[config.mk]
export PLATFORM = sky130hd
export DESIGN_NAME = branch_predictor
export DESIGN_NICKNAME = d
export VERILOG_FILES = /design/src/rtl/bp_defs.sv /design/src/rtl/sat_counter.sv /design/src/rtl/branch_predictor.sv
export SDC_FILE = /design/constraint.sdc
export NUM_CORES = 1
export LEC_CHECK = 0
export BUFFER_PORTS_ARGS = -buffer_cell sky130_fd_sc_hd__clkbuf_2
export CAP_MARGIN = 20
export CORE_MARGIN = 5
export CORE_UTILIZATION = 29
export CTS_CLUSTER_DIAMETER = 200
export DETAILED_ROUTE_END_ITERATION = 7
export MAX_ROUTING_LAYER = met4
export SLEW_MARGIN = 20
export SYNTH_ARGS = -nofsm -noshare
export SYNTH_HDL_FRONTEND = slang
export SYNTH_SLANG_ARGS = --single-unit
[constraint.sdc]
create_clock -name clk -period 10.73 [get_ports clk]
set_input_delay 2.146 -clock clk [delete_from_list [all_inputs] [get_ports clk]]
set_output_delay 2.146 -clock clk [all_outputs]
set_load 0.005 [all_outputs]
[src/rtl/bp_defs.sv]
// ============================================================================
// Module      : bp_defs
// Description : Shared constants and helpers for the branch predictor.
// Revision    : 1.0 - initial release
// ============================================================================
`default_nettype none
`timescale 1ns/1ps

package bp_defs;

    localparam logic [1:0] CTR_SNT = 2'd0;
    localparam logic [1:0] CTR_WNT = 2'd1;
    localparam logic [1:0] CTR_WT  = 2'd2;
    localparam logic [1:0] CTR_ST  = 2'd3;

    localparam int PC_STEP = 2;

    // Saturating 2-bit direction counter update for a conditional branch
    function automatic logic [1:0] ctr_update(input logic [1:0] ctr, input logic taken);
        logic [1:0] nxt;
        nxt = ctr;
        if (taken) begin
            if (ctr != CTR_ST) nxt = ctr + 2'd1;
        end else begin
            if (ctr != CTR_SNT) nxt = ctr - 2'd1;
        end
        return nxt;
    endfunction

endpackage

`default_nettype wire

[src/rtl/sat_counter.sv]
// ============================================================================
// Module      : sat_counter
// Description : Up counter that sticks at all-ones, with synchronous clear.
// Revision    : 1.0 - initial release
// ============================================================================
`default_nettype none
`timescale 1ns/1ps

module sat_counter #(
    parameter int W = 16
) (
    input  logic         clk,
    input  logic         rst_n,
    input  logic         clr,
    input  logic         inc,
    output logic [W-1:0] q
);

    logic [W-1:0] r_q;

    // Clear wins over a same-cycle increment
    always_ff @(posedge clk or negedge rst_n) begin
        if (!rst_n) begin
            r_q <= '0;
        end else if (clr) begin
            r_q <= '0;
        end else if (inc && (r_q != {W{1'b1}})) begin
            r_q <= r_q + W'(1);
        end
    end

    assign q = r_q;

endmodule

`default_nettype wire

[src/rtl/branch_predictor.sv]
// ============================================================================
// Module      : branch_predictor
// Description : Direct-mapped BTB with 2-bit counters, mispredict resolve
//               and saturating performance counters.
// Revision    : 1.0 - initial release
// ============================================================================
`default_nettype none
`timescale 1ns/1ps

module branch_predictor
    import bp_defs::*;
#(
    parameter int DBITS   = 16,
    parameter int ENTRIES = 16,
    parameter int CNTBITS = 16
) (
    input  logic               clk,
    input  logic               rst_n,
    input  logic [DBITS-1:0]   f_pc,
    output logic               f_hit,
    output logic               f_pred_taken,
    output logic [DBITS-1:0]   f_pred_target,
    input  logic               u_valid,
    input  logic               u_jmp,
    input  logic [DBITS-1:0]   u_pc,
    input  logic               u_taken,
    input  logic [DBITS-1:0]   u_target,
    input  logic               u_pred_taken,
    input  logic [DBITS-1:0]   u_pred_target,
    output logic               mispredict,
    output logic [DBITS-1:0]   redirect_pc,
    output logic [CNTBITS-1:0] stat_branches,
    output logic [CNTBITS-1:0] stat_mispred,
    input  logic               stat_clr
);

    localparam int IDXBITS = $clog2(ENTRIES);
    localparam int TAGBITS = DBITS - IDXBITS - 1;

    // Valid and counters need the asynchronous clear; tag/target do not
    logic               r_valid  [ENTRIES];
    logic [1:0]         r_ctr    [ENTRIES];
    logic [TAGBITS-1:0] r_tag    [ENTRIES];
    logic [DBITS-1:0]   r_target [ENTRIES];

    logic [IDXBITS-1:0] w_f_idx;
    logic [TAGBITS-1:0] w_f_tag;
    logic [IDXBITS-1:0] w_u_idx;
    logic [TAGBITS-1:0] w_u_tag;
    logic               w_u_hit;
    logic               w_taken;
    logic               w_mispredict;
    logic               w_unused;

    assign w_f_idx = f_pc[IDXBITS:1];
    assign w_f_tag = f_pc[DBITS-1:IDXBITS+1];
    assign w_u_idx = u_pc[IDXBITS:1];
    assign w_u_tag = u_pc[DBITS-1:IDXBITS+1];
    assign w_unused = &{1'b0, f_pc[0], u_pc[0]};

    // Fetch lookup
    assign f_hit         = r_valid[w_f_idx] && (r_tag[w_f_idx] == w_f_tag);
    assign f_pred_taken  = f_hit && r_ctr[w_f_idx][1];
    assign f_pred_target = f_pred_taken ? r_target[w_f_idx] : (f_pc + DBITS'(PC_STEP));

    // Resolve
    assign w_taken      = u_jmp | u_taken;
    assign w_mispredict = u_valid &&
                          ((w_taken != u_pred_taken) ||
                           (w_taken && (u_target != u_pred_target)));
    assign mispredict   = w_mispredict;
    assign redirect_pc  = !u_valid ? '0 :
                          (w_taken ? u_target : (u_pc + DBITS'(PC_STEP)));

    assign w_u_hit = r_valid[w_u_idx] && (r_tag[w_u_idx] == w_u_tag);

    always_ff @(posedge clk or negedge rst_n) begin
        if (!rst_n) begin
            for (int i = 0; i < ENTRIES; i++) begin
                r_valid[i] <= 1'b0;
                r_ctr[i]   <= CTR_SNT;
            end
        end else if (u_valid) begin
            if (w_u_hit) begin
                r_ctr[w_u_idx] <= u_jmp ? CTR_ST : ctr_update(r_ctr[w_u_idx], w_taken);
            end else if (w_taken) begin
                r_valid[w_u_idx] <= 1'b1;
                r_ctr[w_u_idx]   <= u_jmp ? CTR_ST : CTR_WT;
            end
        end
    end

    // Any taken outcome writes target; on a hit the tag rewrite is a no-op
    always_ff @(posedge clk) begin
        if (u_valid && w_taken) begin
            r_tag[w_u_idx]    <= w_u_tag;
            r_target[w_u_idx] <= u_target;
        end
    end

    sat_counter #(.W(CNTBITS)) u_stat_branches (
        .clk   (clk),
        .rst_n (rst_n),
        .clr   (stat_clr),
        .inc   (u_valid),
        .q     (stat_branches)
    );

    sat_counter #(.W(CNTBITS)) u_stat_mispred (
        .clk   (clk),
        .rst_n (rst_n),
        .clr   (stat_clr),
        .inc   (w_mispredict),
        .q     (stat_mispred)
    );

endmodule

`default_nettype wire

Word-level counts from Yosys, hierarchy flattened:

Memory sizes are Yosys's and may differ from the RTL's.
Cells that the tools add are included.

* flip-flop bits (word level): 80
* bits in latches: 0
* RAM bits: 432
* bits in read-only memories: 0
* bits of input ports: 71
* memories: 2

Memory list
* r_target: depth 16, width 16, read ports 1, clocked after memory_dff 0, write ports 1, RTL line branch_predictor.sv:44 `logic [DBITS-1:0] r_target [ENTRIES];`
* r_tag: depth 16, width 11, read ports 2, clocked after memory_dff 0, write ports 1, RTL line branch_predictor.sv:43 `logic [TAGBITS-1:0] r_tag [ENTRIES];`

* $add $sub $neg: 6
* $mul: 0
* div/mod/pow operators: 0
* magnitude comparators: 3
* equality and inequality tests: 7
* shifts and indexed selects: 0
* muxes and demuxes: 36
* bitwise gates (word level): 5
* reduce and logical (&&, ||, !) cells: 16

Operators with widths (count)
* two-way mux 16 bit: 7
* bitwise mux 32 bit: 2
* two-way mux 32 bit: 2
* adder 16 x 1 -> 16 bit (second input constant): 2
* adder 16 x 2 -> 16 bit (second input constant): 2
* != test 16 bit (second input constant): 2
* == test 11 bit: 2
* two-way mux 2 bit: 11
* binary-select mux 2 bit (select 4 bit): 2
* != test 16 bit: 1
* bitwise OR 16 bit: 1
* greater-or-equal comparator 5 bit (second input constant): 2
* inverter 4 -> 5 bit: 2
* logical AND 1 bit: 9
* binary-select mux 1 bit (select 4 bit): 2
* demux 2 bit (select 4 bit): 1
* two-way mux 1 bit: 8
* nonzero test 2 bit: 4
* < comparator 5 x 1 -> 1 bit (second input constant): 1
* demux 1 bit (select 4 bit): 1
* AND reduction 3 bit: 1
* adder 2 x 1 -> 2 bit (second input constant): 1
* != test 2 bit (second input constant): 1
* AND reduction 2 bit: 1
* other kinds (5): 5

Logic depth before layout (Yosys ltp):

* depth after elaboration: 12
* mapped depth: 15
* gate-level depth less buffers: 9

Cells and area by module:

Synthesis repeated with hierarchy kept, for this count alone.

* cells, all modules: 1438
* area, all modules: 24019.3 µm²

By module, submodules not included
* branch_predictor: instances 1, cells each 1242, area each 22135.0 µm²
* sat_counter: instances 2, cells each 98, area each 942.2 µm²

Worst setup path before layout:

Ideal clock, no wire load.

* kind: input-to-output
* start: input port f_pc[1]
* end: output port f_pred_target[10]
* arrival: 4.953 ns
* setup slack: 3.631 ns
* cell stages on the path: 11
* buffers on the path: 4
* cells stage by stage: clkbuf_1 > buf_2 > mux4_2 > mux4_2 > xor2_1 > nor4_1 > and3_1 > and2_1 > buf_2 > buf_4 > mux2_2

* word-level cells in the longest chain between the ends: 7
* elaborated cells between the ends (all ways): 14

RTL lines
* from (decl): RTL line branch_predictor.sv:19 `input logic [DBITS-1:0] f_pc,`
* branches (longest 4 deep; another with memory read (16 x 11 bit))
* logical AND 1 bit *: RTL line branch_predictor.sv:62 `assign f_hit = r_valid[w_f_idx] && (r_tag[w_f_idx] == w_f_tag);`
* named net f_hit: RTL line branch_predictor.sv:20 `output logic f_hit,`
* logical AND 1 bit *: RTL line branch_predictor.sv:63 `assign f_pred_taken = f_hit && r_ctr[w_f_idx][1];`
* named net f_pred_taken: RTL line branch_predictor.sv:21 `output logic f_pred_taken,`
* two-way mux 16 bit *: RTL line branch_predictor.sv:64 `assign f_pred_target = f_pred_taken ? r_target[w_f_idx] : (f_pc + DBITS'(PC_STEP));`
* to (decl): RTL line branch_predictor.sv:22 `output logic [DBITS-1:0] f_pred_target,`

Mark *: on every way through the listed nets, which the timed path passes. The select of a mux whose other input is x is not followed.

Final worst setup path:

* start: input port f_pc[1]
* end: output port f_pred_target[8]

* word-level cells in the longest chain between the ends: 7
* elaborated cells between the ends (all ways): 14

RTL lines (RTL line)
* branches (longest 6 deep; another with memory read (16 x 11 bit))
* two-way mux 16 bit *: branch_predictor.sv:64

Mark *: on every way between the ends. The select of a mux whose other input is x is not followed.

==> flow_metrics.tcl <==
set metrics [dict create \
    outcome "finished clean" \
    die_w_um 295 \
    htree_levels 2 \
    drv_cap 0 \
    final_cells 2624 \
    cp_cell_sequence "clkbuf_8 > buf_4 > mux4_2 > mux4_2 > xor2_1 > nor4_1 > and3_1 > and2_1 > mux2_2 > clkbuf_2" \
    crit_fanout 71 \
    avgSynthCellArea_sq_um 17.1 \
    synth_edf_count 432 \
    r2r_start "r_tag[3][6]" \
    cts_max_path_buffers 3 \
    power_frac_seq_pct 50.5 \
    post-cts-setup-buffers 0 \
    finClkSkew_ns 0.0338 \
    hold_end "r_valid[6]" \
    fmax_mhz 115 \
    r2r-end "r_ctr[19]" \
    drtIter0Drc 1524 \
    hold_viol 0 \
    ff2ff_path_depth 8 \
    cp_common_cell "mux4_2" \
    area_growth_pct 15.3 \
    die_h_um 295 \
    num_rows 104 \
    fin_util_pct 33.7 \
    synth_nets 1457 \
    synthesis.area_sq_um 23600 \
    power_density_nw_per_um2 165 \
    drive_above_1_share_pct 30.3 \
    vias_per_cell 5.24 \
    cts_tree "done" \
    ys_warn_count 0 \
    critical_path_class "input port to output pin" \
    drc 0 \
    final-seq-area_sq_um 15000 \
    start_kind "input port" \
    arrival_ns 6.57 \
    synth_cell_types 60 \
    comb_power_share_pct 9.7 \
    layout_common_cells "edfxtp_1, mux4_2, clkbuf_2, dfrtp_1" \
    dp_slack_ns 2.00 \
    grt_max_degree 72 \
    dpl_cell_area_sq_um 25500 \
    core_sq_um 80700 \
    synth_cells 1379 \
    clockPowerShare_pct 39.7 \
    hold_path_class "register to register" \
    cp_num_buf_inv 3 \
    tightest_slew_ns 1.15 \
    p_int_w 0.00342 \
    numCtsBuffers 52 \
    synthFlopType "edfxtp_1" \
    fillers 7680 \
    place.gp.congestion 0.844 \
    r2r_slack_ns 6.99 \
    dpl.hpwl_mm 41.5 \
    p_sw_share_pct 23.9 \
    num_vias 13746 \
    port_buffers 137 \
    finalSetupTns_ns 0 \
    crit_required_ns 8.58 \
    nNetsFinal 1589 \
    clk_latency_ns 0.61 \
    design_area_sq_um 27200 \
    clock-sinks 512 \
    slowest_stage "and2_1" \
    period_share_pct 81.2 \
    maxSlewHeadroom_pct 23.3 \
    grtUsageTotal_pct 15.5 \
    wl_per_cell_um 25.5 \
    wl_mm 67.0 \
    vdd_ir_drop_max_uv 134 \
    ctsResizeCount 0 \
    cp-end-kind "output pin" \
    synthArstFlopShare_pct 15.6 \
    grt_pass1_vias 13869 \
    io_pins 138 \
    fin_crit_ns 8.71 \
    multiInputGateArea_sq_um 8210 \
    crit_family "multiplexers" \
    drt_pre_antenna_iters 5 \
    start_util_pct 29.3 \
    final_common_cell "edfxtp_1" \
    die_area_sq_um 87200 \
    p_leak_nw 9.01 \
    whs_path_depth 1 \
    grt-ovfl-total 0 \
    clkTransAtPathRegs_ns 0.06 \
    grt_antenna_before_repair 20 \
    synth-seq-cells 512 \
    grt_pass1_wl_mm 96.1 \
    switching_power_w 0.00107 \
    setup_viol 0 \
    dp_cells 2517 \
    drtAntennaViolNets 0 \
    cts-root-buf "clkbuf_16" \
    rsz0062_at_grt "no" \
    final.setup.worst_slack_ns 2.02 \
    final_max_slew_viol_count 0 \
    worst_path_largest_cell_delay_ns 0.89 \
    worstHoldStart "r_valid[6]" \
    holdBufCountCts 0 \
    seq_area_frac_synth_pct 63.4 \
]
-- cell usage after synthesis (25+ instances only) --
library cell  count  area share, %
edfxtp_1        432             55
mux4_2          177             17
dfrtp_1          80            8.5
nor2_1           77            1.2
nand2_1          61           0.97
a21oi_1          53            1.1
xor2_1           46            1.7
xnor2_1          45            1.7
clkbuf_1         38           0.60
mux2i_1          38            1.6
nand3_1          30           0.64
buf_2            25           0.53
-- state kept, by name (all words and copies together), names as in the netlist --
name and flops:
u_stat_branches.q 16, r_valid 16, r_tag 176, r_ctr 32, r_target 256, u_stat_mispred.q 16
-- metal layers --
layer | vias to the layer above | routed length [um] | GRT usage (%)
li1 | 5853 | - | -
met1 | 7122 | 27900 | 21.1
met2 | 682 | 31400 | 23.6
met3 | 89 | 6580 | 3.88
met4 | 0 | 1180 | 3.69
met5 | - | 0 | -
-- worst max-delay path by stage --
stage / startpoint / endpoint / slack (ns) / depth (start not counted)
4_1_cts: f_pc[1] / f_pred_target[8] / 1.99 / 10
3_3_place_gp: f_pc[1] / f_pred_target[14] / 2.12 / 10
3_5_place_dp: f_pc[1] / f_pred_target[8] / 2.00 / 10
2_1_floorplan: f_pc[1] / f_pred_target[10] / 3.63 / 11
6_report: f_pc[1] / f_pred_target[8] / 2.02 / 10
5_1_grt: f_pc[1] / f_pred_target[15] / 1.72 / 10
-- power by group through the flow --
stage | clock network, W | logic [W] | registers (W)
detailed placement | 0 | 0.000440 | 0.00231
global placement | 0 | 0.000432 | 0.00231
CTS | 0.00183 | 0.000441 | 0.00227
floorplan | 0 | 0.000285 | 0.00230
global route | 0.00191 | 0.000471 | 0.00228
finish | 0.00178 | 0.000438 | 0.00227
-- cell type report --
| cell class | count | area share [%] |
|---|---|---|
| tap | 1060 | 4.87 |
| multi-input combinational | 760 | 30.2 |
| clock inverter | 35 | 1.22 |
| timing repair buffer | 171 | 3.52 |
| antenna | 10 | 0.0919 |
| inverter | 14 | 0.193 |
| sequential | 512 | 55.0 |
| clock buffer | 62 | 4.92 |
-- stage by stage --
stage / power (W) / hold WS [ns]
2_1_floorplan: 0.00258 / 0.449
6_report: 0.00449 / 0.505
5_1_grt: 0.00466 / 0.512
3_5_place_dp: 0.00275 / 0.488
4_1_cts: 0.00454 / 0.503
3_3_place_gp: 0.00274 / 0.479
-- cells by family (layout without fill, tap and decap cells) --
family | after synthesis | in the layout | synth area share [%]
other cells | 0 | 10 | 0
mux | 248 | 248 | 20.9
buf+inv | 107 | 282 | 2.33
flops | 512 | 512 | 63.4
simple gates | 266 | 266 | 5.60
fa+ha+maj | 9 | 9 | 0.456
xor+xnor | 91 | 91 | 3.38
compound gates | 146 | 146 | 3.94
(Power assumes the default switching activity.)
